==> src/rtl/remote_seq_pkg.sv <==
// Shared definitions for the remote command sequencer.
//   seq_state_t   : playback FSM states
//   ACK_BYTE      : acknowledge byte remoteComm returns for a good command
//   CMD_CAL       : calibrate opcode
//   CMD_MOVE_BASE : base opcode for move commands (low bits carry the move)
package remote_seq_pkg;

    typedef enum logic [2:0] {
        IDLE,
        ISSUE,
        WAIT_SENT,
        WAIT_RESP,
        NEXT,
        FINISH
    } seq_state_t;

    localparam logic [7:0]  ACK_BYTE      = 8'hA5;
    localparam logic [15:0] CMD_CAL       = 16'h2000;
    localparam logic [15:0] CMD_MOVE_BASE = 16'h4000;

endpackage

==> src/rtl/resp_timer.sv <==
// Response timeout counter.
// The count clears on 'clear' and advances on 'enable', saturating at
// TIMEOUT_CYC-1. 'expired' is high on an enabled cycle whose increment takes
// the count to TIMEOUT_CYC-1 (or when it already sits there), so the caller
// can abort on the same edge at which the count reaches its limit.
//   clk     : system clock
//   rst     : synchronous active-high reset
//   clear   : load zero
//   enable  : count this cycle
//   expired : limit reached on this cycle
module resp_timer #(
    parameter int TIMEOUT_CYC = 80000000
) (
    input  logic clk,
    input  logic rst,
    input  logic clear,
    input  logic enable,
    output logic expired
);

    localparam int TW = (TIMEOUT_CYC > 2) ? $clog2(TIMEOUT_CYC) : 1;
    localparam logic [TW-1:0] LAST     = TW'(TIMEOUT_CYC - 1);
    localparam logic [TW-1:0] PRE_LAST = TW'(TIMEOUT_CYC - 2);

    logic [TW-1:0] count;

    // NOTE: sequential state is written with <= so every flop samples the
    // pre-edge values of its inputs, independent of statement order.
    always_ff @(posedge clk) begin
        if (rst || clear) begin
            count <= '0;
        end else if (enable && count != LAST) begin
            count <= count + TW'(1);
        end
    end

    assign expired = enable && (count >= PRE_LAST);

endmodule

==> src/rtl/remote_cmd_sequencer.sv <==
// Command sequencer feeding remoteComm from a small command buffer.
// Plays buffer[0 .. len-1] one command at a time: pulses send_cmd, waits for
// cmd_sent, then for a response byte, and scores it against EXP_RESP.
// Optional build macro SEQ_STOP_ON_FAIL_EN: the first mismatching response
// ends playback instead of continuing to the next command.
//   clk, rst     : clock, synchronous active-high reset
//   wr_en/wr_addr/wr_data : buffer write port (ignored while busy)
//   len, start   : command count and playback trigger (ignored while busy)
//   cmd, send_cmd: command word and one-cycle send strobe to remoteComm
//   cmd_sent, resp_rdy, resp : remoteComm status and response byte
//   busy, done   : playback running / sticky finished-or-aborted
//   pass_cnt, fail_cnt : matching / mismatching responses
//   timeout_err, err_idx : sticky timeout flag, index of first error
module remote_cmd_sequencer
    import remote_seq_pkg::*;
#(
    parameter int         DEPTH       = 16,
    parameter int         TIMEOUT_CYC = 80000000,
    parameter logic [7:0] EXP_RESP    = ACK_BYTE
) (
    input  logic                       clk,
    input  logic                       rst,
    input  logic                       wr_en,
    input  logic [$clog2(DEPTH)-1:0]   wr_addr,
    input  logic [15:0]                wr_data,
    input  logic [$clog2(DEPTH):0]     len,
    input  logic                       start,
    output logic [15:0]                cmd,
    output logic                       send_cmd,
    input  logic                       cmd_sent,
    input  logic                       resp_rdy,
    input  logic [7:0]                 resp,
    output logic                       busy,
    output logic                       done,
    output logic [$clog2(DEPTH):0]     pass_cnt,
    output logic [$clog2(DEPTH):0]     fail_cnt,
    output logic                       timeout_err,
    output logic [$clog2(DEPTH)-1:0]   err_idx
);

    localparam int AW = $clog2(DEPTH);
    localparam int CW = AW + 1;

    logic [15:0]   buffer [DEPTH];
    seq_state_t    state;
    logic [CW-1:0] idx;
    logic [CW-1:0] idx_inc;
    logic [CW-1:0] len_q;
    logic [CW-1:0] len_clamped;
    logic          resp_rdy_q;
    logic          pend;
    logic [7:0]    pend_resp;
    logic          resp_rise;
    logic          accept;
    logic [7:0]    resp_byte;
    logic          tmr_clear;
    logic          tmr_expired;

    // NOTE: the command buffer has no reset; playback only reads entries
    // that were written, and leaving it out keeps it a plain RAM.
    always_ff @(posedge clk) begin
        if (wr_en && !busy) begin
            buffer[wr_addr] <= wr_data;
        end
    end

    assign len_clamped = (len > CW'(DEPTH)) ? CW'(DEPTH) : len;
    assign idx_inc     = idx + CW'(1);

    // Only a rising edge of resp_rdy is a new response; a level held across
    // commands must not be counted twice. An edge that arrives before
    // cmd_sent is parked in pend/pend_resp and consumed in WAIT_RESP.
    assign resp_rise = resp_rdy && !resp_rdy_q;
    assign accept    = pend || resp_rise;
    assign resp_byte = pend ? pend_resp : resp;

    assign tmr_clear = (state == WAIT_SENT) && cmd_sent;

    resp_timer #(
        .TIMEOUT_CYC (TIMEOUT_CYC)
    ) u_resp_timer (
        .clk     (clk),
        .rst     (rst),
        .clear   (tmr_clear),
        .enable  (state == WAIT_RESP),
        .expired (tmr_expired)
    );

    always_ff @(posedge clk) begin
        if (rst) begin
            state       <= IDLE;
            cmd         <= '0;
            send_cmd    <= 1'b0;
            busy        <= 1'b0;
            done        <= 1'b0;
            pass_cnt    <= '0;
            fail_cnt    <= '0;
            timeout_err <= 1'b0;
            err_idx     <= '0;
            idx         <= '0;
            len_q       <= '0;
            resp_rdy_q  <= 1'b0;
            pend        <= 1'b0;
            pend_resp   <= '0;
        end else begin
            send_cmd   <= 1'b0;
            resp_rdy_q <= resp_rdy;

            unique case (state)
                IDLE: begin
                    if (start) begin
                        len_q       <= len_clamped;
                        done        <= 1'b0;
                        pass_cnt    <= '0;
                        fail_cnt    <= '0;
                        timeout_err <= 1'b0;
                        err_idx     <= '0;
                        idx         <= '0;
                        pend        <= 1'b0;
                        busy        <= 1'b1;
                        state       <= (len_clamped == '0) ? FINISH : ISSUE;
                    end
                end

                ISSUE: begin
                    cmd      <= buffer[idx[AW-1:0]];
                    send_cmd <= 1'b1;
                    pend     <= 1'b0;
                    state    <= WAIT_SENT;
                end

                WAIT_SENT: begin
                    if (resp_rise) begin
                        pend      <= 1'b1;
                        pend_resp <= resp;
                    end
                    if (cmd_sent) begin
                        state <= WAIT_RESP;
                    end
                end

                WAIT_RESP: begin
                    // A response on the timeout cycle takes priority.
                    if (accept) begin
                        pend <= 1'b0;
                        if (resp_byte == EXP_RESP) begin
                            pass_cnt <= pass_cnt + CW'(1);
                            state    <= NEXT;
                        end else begin
                            fail_cnt <= fail_cnt + CW'(1);
                            if (fail_cnt == '0) begin
                                err_idx <= idx[AW-1:0];
                            end
`ifdef SEQ_STOP_ON_FAIL_EN
                            busy  <= 1'b0;
                            done  <= 1'b1;
                            state <= FINISH;
`else
                            state <= NEXT;
`endif
                        end
                    end else if (tmr_expired) begin
                        timeout_err <= 1'b1;
                        if (fail_cnt == '0) begin
                            err_idx <= idx[AW-1:0];
                        end
                        busy  <= 1'b0;
                        done  <= 1'b1;
                        state <= FINISH;
                    end
                end

                NEXT: begin
                    idx <= idx_inc;
                    if (idx_inc == len_q) begin
                        busy  <= 1'b0;
                        done  <= 1'b1;
                        state <= FINISH;
                    end else begin
                        state <= ISSUE;
                    end
                end

                FINISH: begin
                    busy  <= 1'b0;
                    done  <= 1'b1;
                    state <= IDLE;
                end

                default: state <= IDLE;
            endcase
        end
    end

endmodule

==> config.mk <==
export PLATFORM = sky130hd
export DESIGN_NAME = remote_cmd_sequencer
export DESIGN_NICKNAME = d
export VERILOG_FILES = /design/src/rtl/remote_seq_pkg.sv /design/src/rtl/resp_timer.sv /design/src/rtl/remote_cmd_sequencer.sv
export SDC_FILE = /design/constraint.sdc
export NUM_CORES = 1
export LEC_CHECK = 0
export CORE_MARGIN = 2
export CORE_UTILIZATION = 40
export DETAILED_ROUTE_END_ITERATION = 7
export GPL_TIMING_DRIVEN = 0
export PLACE_DENSITY_LB_ADDON = 0.3
export SYNTH_ARGS = -nofsm -noshare
export SYNTH_HDL_FRONTEND = slang
export SYNTH_SLANG_ARGS = --single-unit
==> constraint.sdc <==
create_clock -name clk -period 3.2 [get_ports clk]
set_clock_uncertainty 0.15 [all_clocks]
set_input_delay 0.64 -clock clk [delete_from_list [all_inputs] [get_ports clk]]
set_output_delay 0.64 -clock clk [all_outputs]
set_load 0.1 [all_outputs]
==> flow_summary.json <==
{
  "status": "finished clean",
  "io_pins": 73,
  "placed_cells": 1353,
  "crit_type": "flip-flop to output pin",
  "total_power_uw": 9680,
  "synthDistinctLibCells": 60,
  "critPathMaxStageDelay_ns": 1.20,
  "grt_pass1_wl_mm": 46.6,
  "drt-initial-drc-count": 640,
  "drv_slew": 0,
  "hold_violations": 0,
  "worst_pin_slew_ns": 1.07,
  "pre_cts_ws_ns": 0.111,
  "synth_area_um2": 13500,
  "yosys-top-cells-count": "256 x edfxtp_1, 84 x dfxtp_1, 78 x mux4_2",
  "worst_setup_path_start_kind": "flip-flop",
  "postRouteAntennaNets": 0,
  "clock_sinks": 340,
  "reg2reg_to": "cmd[3]$_SDFFE_PP0P_",
  "die_area_um2": 35300,
  "finalCritPeriodShare": 0.945,
  "h-tree-depth": 2,
  "start_util": 0.404,
  "grt_use_total": 0.175,
  "cts_resized": 0,
  "rows": 67,
  "wl_mm": 30.5,
  "arrival_ns": 2.23,
  "end_kind": "output pin",
  "overflow": 0,
  "r2r-start": "idx[1]$_SDFFE_PP0P_",
  "crit_start": "busy$_SDFFE_PP0P_",
  "ir_drop_v": 0.000413,
  "timing.hold.ws_ns": 0.325,
  "cts_buffer_depth": 3,
  "dp_hpwl_mm": 21.0,
  "synth_top_area_share": 0.568,
  "path_cells": "clkdlybuf4s50_1",
  "cts_tree": "built",
  "numCtsBuffers": 36,
  "rsz0062_at_grt": "false",
  "nets": 988,
  "vias": 7639,
  "setup_viol": 0,
  "synth_top_cell_by_area": "edfxtp_1",
  "rrSetupSlack_ns": 0.42,
  "stdcell_count": 1419,
  "grt_max_degree": 17,
  "wl_per_cell_um": 21.5,
  "diodes": 0,
  "first_pass_iters": 5,
  "register_area_um2": 9370,
  "cts_hold_buf": 0,
  "synthMostInstantiatedCell": "edfxtp_1",
  "synth_edf_count": 256,
  "drv_cap": 0,
  "cpLargestDelayFamily": "buffers and inverters",
  "critPathRequiredTime_ns": 2.41,
  "yosysSeqAreaShare": 0.693,
  "crit_path_max_fanout": 4,
  "hold_path.class": "flip-flop to flip-flop",
  "post_cts_buffers": 0,
  "reg2reg_depth": 5,
  "dieHeight_um": 188,
  "endpoint": "busy",
  "drive_gt1_frac": 0.187,
  "clk_pin_slew_worst_paths_ns": 0.06,
  "synth_area_leaders": "edfxtp_1 57%, mux4_2 13%, dfxtp_1 12%",
  "p_per_area_nw_per_um2": 594,
  "cts-root-buf": "clkbuf_16",
  "worst_slack_ns": 0.176,
  "grt_pass1_vias": 7653,
  "clk_latency_ns": 0.53,
  "drc": 0,
  "ys_ff_latch": 340,
  "port_buffers": 72,
  "path_depth": 1,
  "yosys_warnings": 0,
  "final.min_clock_period_ns": 3.02,
  "grt_antenna_before_repair": 1,
  "n_fill_cell": 2767,
  "area_growth_pct": 20.5,
  "place.gp.congestion": 0.793,
  "die_w_um": 188,
  "cp_slowest_cell": "clkdlybuf4s50_1",
  "worst-path-buf-inv": 1,
  "core_area_um2": 33400,
  "synth_cells": 814,
  "maxSlewHeadroom": 0.286,
  "via_per_inst": 5.38,
  "async_reset_ff_frac": 0,
  "fin_setup_tns_ns": 0,
  "synth.net_count": 859,
  "leakage_uw": 0.00521,
  "multi_input_area_um2": 3980,
  "avgSynthCellArea_um2": 16.6,
  "max_freq_ghz": 0.331,
  "synth_ff_type": "edfxtp_1"
}
final cells by class:
class | count | area share
Sequential cell | 340 | 0.575
Multi-Input combinational cell | 428 | 0.244
Clock buffer | 55 | 0.0628
Timing Repair Buffer | 91 | 0.0599
Tap cell | 448 | 0.0344
Buffer | 34 | 0.0108
Clock inverter | 11 | 0.0104
Inverter | 12 | 0.00276
cells in the final DEF (no fill, tap or decap), types with 14 or more instances in the layout:
cell type / count
mux4_2: 78
nand4_1: 15
clkbuf_16: 37
edfxtp_1: 256
xnor2_1: 15
nand2_1: 24
clkdlybuf4s50_1: 72
a21oi_1: 30
nor2_1: 63
o21ai_0: 15
xor2_1: 17
clkbuf_1: 34
nand3_1: 14
a22o_1: 16
dfxtp_1: 84
or3_1: 16
report_power, final:
group          switching (uW)  total [uW]  leakage, uW  internal, uW
sequential               44.9        4870      0.00299          4830
combinational             462         663      0.00165           201
clock                    1670        4150     0.000573          2470
state kept, by name, indices dropped and copies added (netlist names), 3 cells and up:
name                cells
pass_cnt                5
idx                     5
u_resp_timer.count     27
state                   3
cmd                    16
pend_resp               8
fail_cnt                5
len_q                   5
buffer                256
err_idx                 4
cells by family (layout without fill, tap and decap cells):
group,Yosys count,after routing,synth area share
buf+inv,46,203,0.0164
compound gates,87,87,0.0413
mux,90,90,0.141
xor+xnor,32,32,0.0207
simple gates,213,213,0.0821
fa+ha+maj,6,6,0.00555
flops,340,340,0.693
per-stage QoR:
step	area (um2)	util
6_report	16300	0.487
5_1_grt	16300	0.487
4_1_cts	16300	0.487
3_5_place_dp	15100	0.452
3_3_place_gp	14800	0.443
2_1_floorplan	13500	-
per-layer routing:
metal / GRT usage / share of wire
met5: 0 / 0.00036
met4: 0.0451 / 0.019
met3: 0.0303 / 0.047
met2: 0.283 / 0.48
met1: 0.247 / 0.46
worst min path at each step:
stage | from | end | slack, ns | cells after the start
global placement | timeout_err$_SDFFE_PP0P_ | timeout_err$_SDFFE_PP0P_ | 0.30 | 2
global route | cmd[10]$_SDFFE_PP0P_ | cmd[10]$_SDFFE_PP0P_ | 0.34 | 1
finish | done$_SDFFE_PP0P_ | done$_SDFFE_PP0P_ | 0.33 | 2
floorplan | len_q[0]$_SDFFE_PP0P_ | len_q[0]$_SDFFE_PP0P_ | 0.29 | 2
CTS | len_q[4]$_SDFFE_PP0P_ | len_q[4]$_SDFFE_PP0P_ | 0.33 | 2
detailed placement | len_q[0]$_SDFFE_PP0P_ | len_q[0]$_SDFFE_PP0P_ | 0.31 | 2
(Power assumes the default switching activity.)
